**src/rtl/uart_rx_if.sv**
```systemverilog
// Byte-delivery side of the UART receiver: valid/ready handshake plus status pulses.
interface uart_rx_if #(parameter int DATA_W = 8);
    logic [DATA_W-1:0] data;
    logic              valid;
    logic              ready;
    logic              frame_err;
    logic              overrun;
    logic              busy;

    modport master (output data, valid, frame_err, overrun, busy, input ready);
    modport slave  (input data, valid, frame_err, overrun, busy, output ready);
endinterface

```
**src/rtl/uart_rx_deser.sv**
```systemverilog
// 8N1-style UART receiver: mid-bit sampling, one-entry holding register,
// framing-error and overrun pulses.
module uart_rx_deser #(
    parameter int CLKS_PER_BIT = 16,
    parameter int DATA_W       = 8
) (
    input  logic       clk,
    input  logic       rst,
    input  logic       uart_rx,
    uart_rx_if.master  rx_if
);
    localparam int H  = CLKS_PER_BIT / 2;
    localparam int CW = $clog2(CLKS_PER_BIT);
    localparam int BW = $clog2(DATA_W + 1);

    typedef enum logic [2:0] {IDLE, START, DATA, STOP, WAIT_IDLE} state_t;

    state_t            state;
    logic [1:0]        sync;
    logic [CW-1:0]     cnt;
    logic [BW-1:0]     bit_idx;
    logic [DATA_W-1:0] shreg;
    logic              rx_s;

    assign rx_s = sync[1];

    always_ff @(posedge clk or posedge rst) begin
        if (rst) begin
            sync            <= 2'b11;
            state           <= IDLE;
            cnt             <= '0;
            bit_idx         <= '0;
            shreg           <= '0;
            rx_if.data      <= '0;
            rx_if.valid     <= 1'b0;
            rx_if.frame_err <= 1'b0;
            rx_if.overrun   <= 1'b0;
            rx_if.busy      <= 1'b0;
        end else begin
            sync            <= {sync[0], uart_rx};
            rx_if.frame_err <= 1'b0;
            rx_if.overrun   <= 1'b0;
            // A load later in this block overrides the consume.
            if (rx_if.valid && rx_if.ready)
                rx_if.valid <= 1'b0;

            case (state)
                IDLE: begin
                    if (!rx_s) begin
                        state      <= START;
                        cnt        <= '0;
                        rx_if.busy <= 1'b1;
                    end
                end
                START: begin
                    if (cnt == CW'(H - 1)) begin
                        cnt     <= '0;
                        bit_idx <= '0;
                        if (!rx_s) begin
                            state <= DATA;
                        end else begin
                            state      <= IDLE;
                            rx_if.busy <= 1'b0;
                        end
                    end else begin
                        cnt <= cnt + 1'b1;
                    end
                end
                DATA: begin
                    if (cnt == CW'(CLKS_PER_BIT - 1)) begin
                        cnt     <= '0;
                        shreg   <= {rx_s, shreg[DATA_W-1:1]};
                        bit_idx <= bit_idx + 1'b1;
                        if (bit_idx == BW'(DATA_W - 1))
                            state <= STOP;
                    end else begin
                        cnt <= cnt + 1'b1;
                    end
                end
                STOP: begin
                    if (cnt == CW'(CLKS_PER_BIT - 1)) begin
                        cnt <= '0;
                        if (rx_s) begin
                            // Re-arm at mid-stop-bit so a back-to-back start edge is seen.
                            state      <= IDLE;
                            rx_if.busy <= 1'b0;
                            if (!rx_if.valid || rx_if.ready) begin
                                rx_if.data  <= shreg;
                                rx_if.valid <= 1'b1;
                            end else begin
                                rx_if.overrun <= 1'b1;
                            end
                        end else begin
                            rx_if.frame_err <= 1'b1;
                            state           <= WAIT_IDLE;
                        end
                    end else begin
                        cnt <= cnt + 1'b1;
                    end
                end
                WAIT_IDLE: begin
                    // Hold off until the line recovers so a break is flagged only once.
                    if (rx_s) begin
                        state      <= IDLE;
                        cnt        <= '0;
                        rx_if.busy <= 1'b0;
                    end
                end
                default: begin
                    state      <= IDLE;
                    cnt        <= '0;
                    rx_if.busy <= 1'b0;
                end
            endcase
        end
    end
endmodule

```
**src/flat_wrapper.sv**
```systemverilog
// flat-port wrapper written by rule: the top's interface ports become plain ports
module uart_rx_deser_flat 
#(
    parameter int CLKS_PER_BIT = 16,
    parameter int DATA_W       = 8
)
  (clk, rst, uart_rx, rx_if_data, rx_if_valid, rx_if_frame_err, rx_if_overrun, rx_if_busy, rx_if_ready);
  uart_rx_if #(.DATA_W(DATA_W)) rx_if_i ();
  input  logic clk;
  input  logic rst;
  input  logic uart_rx;
  output wire logic [$bits(rx_if_i.data)-1:0] rx_if_data;
  output wire logic [$bits(rx_if_i.valid)-1:0] rx_if_valid;
  output wire logic [$bits(rx_if_i.frame_err)-1:0] rx_if_frame_err;
  output wire logic [$bits(rx_if_i.overrun)-1:0] rx_if_overrun;
  output wire logic [$bits(rx_if_i.busy)-1:0] rx_if_busy;
  input wire logic [$bits(rx_if_i.ready)-1:0] rx_if_ready;
  assign rx_if_data = rx_if_i.data;
  assign rx_if_valid = rx_if_i.valid;
  assign rx_if_frame_err = rx_if_i.frame_err;
  assign rx_if_overrun = rx_if_i.overrun;
  assign rx_if_busy = rx_if_i.busy;
  assign rx_if_i.ready = rx_if_ready;
  uart_rx_deser #(.CLKS_PER_BIT(CLKS_PER_BIT), .DATA_W(DATA_W)) u_core (.clk(clk), .rst(rst), .uart_rx(uart_rx), .rx_if(rx_if_i));
endmodule
```
**config.mk**
```make
export PLATFORM = sky130hd
export DESIGN_NAME = uart_rx_deser_flat
export DESIGN_NICKNAME = d
export VERILOG_FILES = /design/src/rtl/uart_rx_if.sv /design/src/rtl/uart_rx_deser.sv /design/src/flat_wrapper.sv
export SDC_FILE = /design/constraint.sdc
export NUM_CORES = 1
export LEC_CHECK = 0
export ABC_CLOCK_PERIOD_IN_PS = 4800
export CORE_MARGIN = 2
export CORE_UTILIZATION = 33
export CTS_BUF_LIST = sky130_fd_sc_hd__clkbuf_8
export DETAILED_ROUTE_END_ITERATION = 6
export PLACE_DENSITY = 0.52
export SLEW_MARGIN = 5
export SYNTH_ARGS = -nofsm -noshare
export SYNTH_HDL_FRONTEND = slang
export SYNTH_SLANG_ARGS = --single-unit
```
**constraint.sdc**
```tcl
create_clock -name clk -period 4.8 [get_ports clk]
set_clock_uncertainty 0.15 [all_clocks]
set_input_delay 0.48 -clock clk [delete_from_list [all_inputs] [get_ports clk]]
set_output_delay 0.48 -clock clk [all_outputs]
set_load 0.01 [all_outputs]
```
# After elaboration in Yosys (flattened, before gate mapping)
# Cells that the tools add are included.
# Widths: inputs -> output; s select.
# word_totals
reg_bits,33
in_bits,4
output_inout_bits,12
# classes
add_sub_neg,2
n_eq_ne,13
mux,34
n_bitwise,1
reduce_logical,12
# op_table
op,n
$mux 4,6
$mux 3,7
$mux 1,16
$pmux 4 s4,1
$pmux 3 s5,1
$ne 2x1->1 const B,5
$add 4x1->4 const B,2
$eq 4x3->1 const B,2
$pmux 4 s2,1
$reduce_and 4->1,2
$eq 3x2->1 const B,2
$reduce_and 6->1,1
$pmux 1 s5,1
$eq 4x4->1 const B,1
$reduce_and 2->1,2
$eq 3x1->1 const B,1
$eq 3x3->1 const B,1
$logic_not 3->1,1
$reduce_and 3->1,1
$mux 2,1
$ne 2x2->1 const B,1
$reduce_bool 2->1,1
$reduce_or 2->1,1
$logic_and 1x1->1,1
other kinds (3),3

# Logic depth before layout (Yosys ltp)
# logic_depth
word_depth,6
mapped_depth,6

# Worst setup path before layout
# No wires, ideal clock.
# synth_timing
path_kind,register to register
from,register u_core.cnt[0]
to,register u_core.rx_if.data[0]
setup_time_ns,0.125
arrival_ns,1.411
required_time_ns,4.525
setup_slack_ns,3.114
stages_incl_launch_ff,6
n_path_buf,0
synth_period_minus_slack_ns,1.686
cell_sequence,dfrtp_1 ha_1 nand4_1 nor3_2 nand3_2 mux2_2
# synth_via
elab_chain_cells,2
# synth_rtl
item,line_no,rtl
from (decl),uart_rx_deser.sv:20,logic [CW-1:0] cnt;
from (signal assigned),uart_rx_deser.sv:66,cnt <= cnt + 1'b1;
from (signal assigned),uart_rx_deser.sv:77,cnt <= cnt + 1'b1;
from (signal assigned),uart_rx_deser.sv:98,cnt <= cnt + 1'b1;
$eq 4x4->1,uart_rx_deser.sv:81,if (cnt == CW'(CLKS_PER_BIT - 1)) begin
$reduce_and 4->1 (no line),--,
to (signal assigned),uart_rx_deser.sv:88,rx_if.data <= shreg;
to (decl),uart_rx_if.sv:10,"modport master (output data, valid, frame_err, overrun, busy, input ready);"
# No other way between the ends.
# A chain may end at the register's enable or synchronous reset.

# Worst setup path after layout
# layout_timing
from,register u_core.cnt[0]
to,register u_core.rx_if.data[1]
# Same word-level chain as after synthesis.

==> out/qor.yml <==
hold_class: "flip-flop to flip-flop"
fin_nets: 143
utilization_pct: 40.9
die_y_um: 70.2
critPathMaxFanout: 8
grt_pass1_vias: 954
ir_drop_uv: 202
maxCapViolCount: 0
postCtsHoldBufs: 0
grt_pass1_wl_mm: 4.27
worstPathRequired_ps: 4820
synthArstFlopShare_pct: 100
synthTopCellsByArea: "dfrtp_1 54%, mux2_2 12%, dfstp_2 3.6%, o21ai_0 3.1%, nand2_1 2.6%"
synth_warnings: 0
post_cts_buffers: 0
synth.top_cell.area_share_pct: 53.6
p_switching_w: 0.000209
mostFrequentLayoutCell: "dfrtp_1"
antenna_found_initial: 0
io_pins: 16
yosysUniqueCellTypes: 35
setup.worst_path.end_class: "flip-flop"
num_rows: 24
ff2ff_path_depth: 5
leakage_nw: 0.812
drt-initial-drc-count: 25
p_int_w: 0.000544
critPathKind: "flip-flop to flip-flop"
p_per_area_nw_per_um2: 429
hold_slack_ps: 207
cts.sinks: 33
reg2reg_to: "u_core.rx_if.data[1]"
synth_seq_area_share_pct: 57.3
syn_inst: 119
crit_path_end: "u_core.rx_if.data[1]"
clk_pin_slew_ps: 70
drtAntennaViolNets: 0
vias_per_cell: 4.83
grt_usage_pct: 11.2
max_freq_mhz: 511
design.core.area_um2: 4290
r2r_start: "u_core.cnt[0]"
vias: 918
crit_path_start_kind: "flip-flop"
drc: 0
cts_root_buf: "clkbuf_8"
drt_pass1_iterations: 4
cts_buffer_depth: 2
synth.avg_cell_area_um2: 12.2
grt_overflow: 0
area_growth_syn_to_layout_pct: 21.4
rsz0062_at_grt: "no"
p_comb_share_pct: 18.8
cts_buffers: 5
p_seq_share_pct: 46.4
initial_utilization_pct: 33.7
syn_nets: 125
worst_slack_ps: 2840
wl_per_cell_um: 12.5
setup_viol: 0
ctsHtreeMaxLevel: 2
place_congestion: 0.706
setup_tns_ps: 0
cts_tree: "built"
grt_max_degree: 34
switching_share_pct: 27.7
hpwl_mm: 1.65
clk_latency_ps: 280
cp-startpoint: "u_core.cnt[0]"
drt_wl_total_mm: 2.38
synthFlopType: "dfrtp_1"
rrSetupSlack_ps: 2840
arrival_ps: 1970
die_w_um: 70.2
min_path_cells: 0
synth-seq-cells: 33
finalCriticalPeriod_ps: 1960
final_hold_viol_count: 0
max_slew_margin_pct: 68.6
num_antenna_cells: 0
pwr-share-clk_pct: 34.9
synth_largest_area_cell: "dfrtp_1"
drive_gt1_share_pct: 22.5
drv_slew: 0
dp_slack_ps: 2840
finalCritPeriodShare_pct: 40.7
netlist_area_um2: 1450
status: "finished clean"
synth_edf_count: 0
cts-resized-gates: 0
worstMarginPinSlew_ps: 471
io_buffers: 15
layout_common_cells: "31 x dfrtp_1, 16 x mux2_2, 15 x clkdlybuf4s50_1"
p_total_w: 0.000752
die_area_um2: 4930
how the worst min path moves through the flow:
stage | startpoint | end | slack (ps)
5_1_grt | u_core.sync[0] | u_core.sync[1] | 220
2_1_floorplan | u_core.sync[0] | u_core.sync[1] | 200
4_1_cts | u_core.sync[0] | u_core.sync[1] | 210
3_5_place_dp | u_core.sync[0] | u_core.sync[1] | 200
3_3_place_gp | u_core.sync[0] | u_core.sync[1] | 200
6_report | u_core.sync[0] | u_core.sync[1] | 210
cell families after synthesis:
group	count (synthesis)	synth area share, %
fa+ha+maj	3	2.42
mux	17	13.1
simple gates	34	12.7
flops	33	57.3
compound gates	20	9.86
buf+inv	10	3.37
xor+xnor	2	1.21
state kept, by name, summed over array words and instances, names as in the netlist:
name                    flops
u_core.rx_if.valid          1
u_core.rx_if.frame_err      1
u_core.bit_idx              4
u_core.state                3
u_core.rx_if.busy           1
u_core.cnt                  4
u_core.shreg                8
u_core.rx_if.overrun        1
u_core.rx_if.data           8
u_core.sync                 2
final cells by class:
class / instances / area [um2]
Sequential cell: 33 / 828
Clock inverter: 2 / 33.8
Timing Repair Buffer: 16 / 158
Multi-Input combinational cell: 76 / 569
Tap cell: 52 / 65.1
Fill cell: 428 / 2540
Inverter: 5 / 18.8
Clock buffer: 6 / 82.6
through the flow:
step                cells  area (um2)
floorplan             119        1450
global placement      182        1640
detailed placement    182        1640
CTS                   190        1760
global route          190        1760
finish                190        1760
synth_stat cells (2+ instances only):
master / instances
a22o_1: 2
o21ai_0: 9
dfrtp_1: 31
nand2_1: 10
nor3b_1: 2
ha_1: 2
nor3_1: 3
nor4_1: 2
nand2b_1: 2
nand4_1: 2
buf_4: 2
buf_2: 3
o21ai_1: 2
nor2_1: 6
dfstp_2: 2
inv_1: 5
mux2_2: 16
power by group through the flow:
stage	Clock (W)	Combinational [W]	Sequential [W]
final	0.000262	0.000141	0.000349
after global routing	0.000289	0.000163	0.000354
after CTS	0.000273	0.000143	0.000348
after detailed placement	0	0.000142	0.000354
after global placement	0	0.000141	0.000353
after floorplan	0	0.000132	0.000334
critical path, stage by stage, from the launching register on:
cell,delay (ps)
dfrtp_1,380
ha_1,220
nand4_1,200
nor3_2,280
nand3_2,250
mux2_2,340
routing by layer:
layer | GRT usage (%) | part of all wire [%] | vias to the layer above
li1 | - | - | 455
met1 | 14.2 | 48 | 438
met2 | 16.3 | 45 | 19
met3 | 4.47 | 4.9 | 6
met4 | 6.41 | 2.6 | 0
met5 | 0 | 0 | -
No activity file was read; power rests on OpenSTA's default activity.
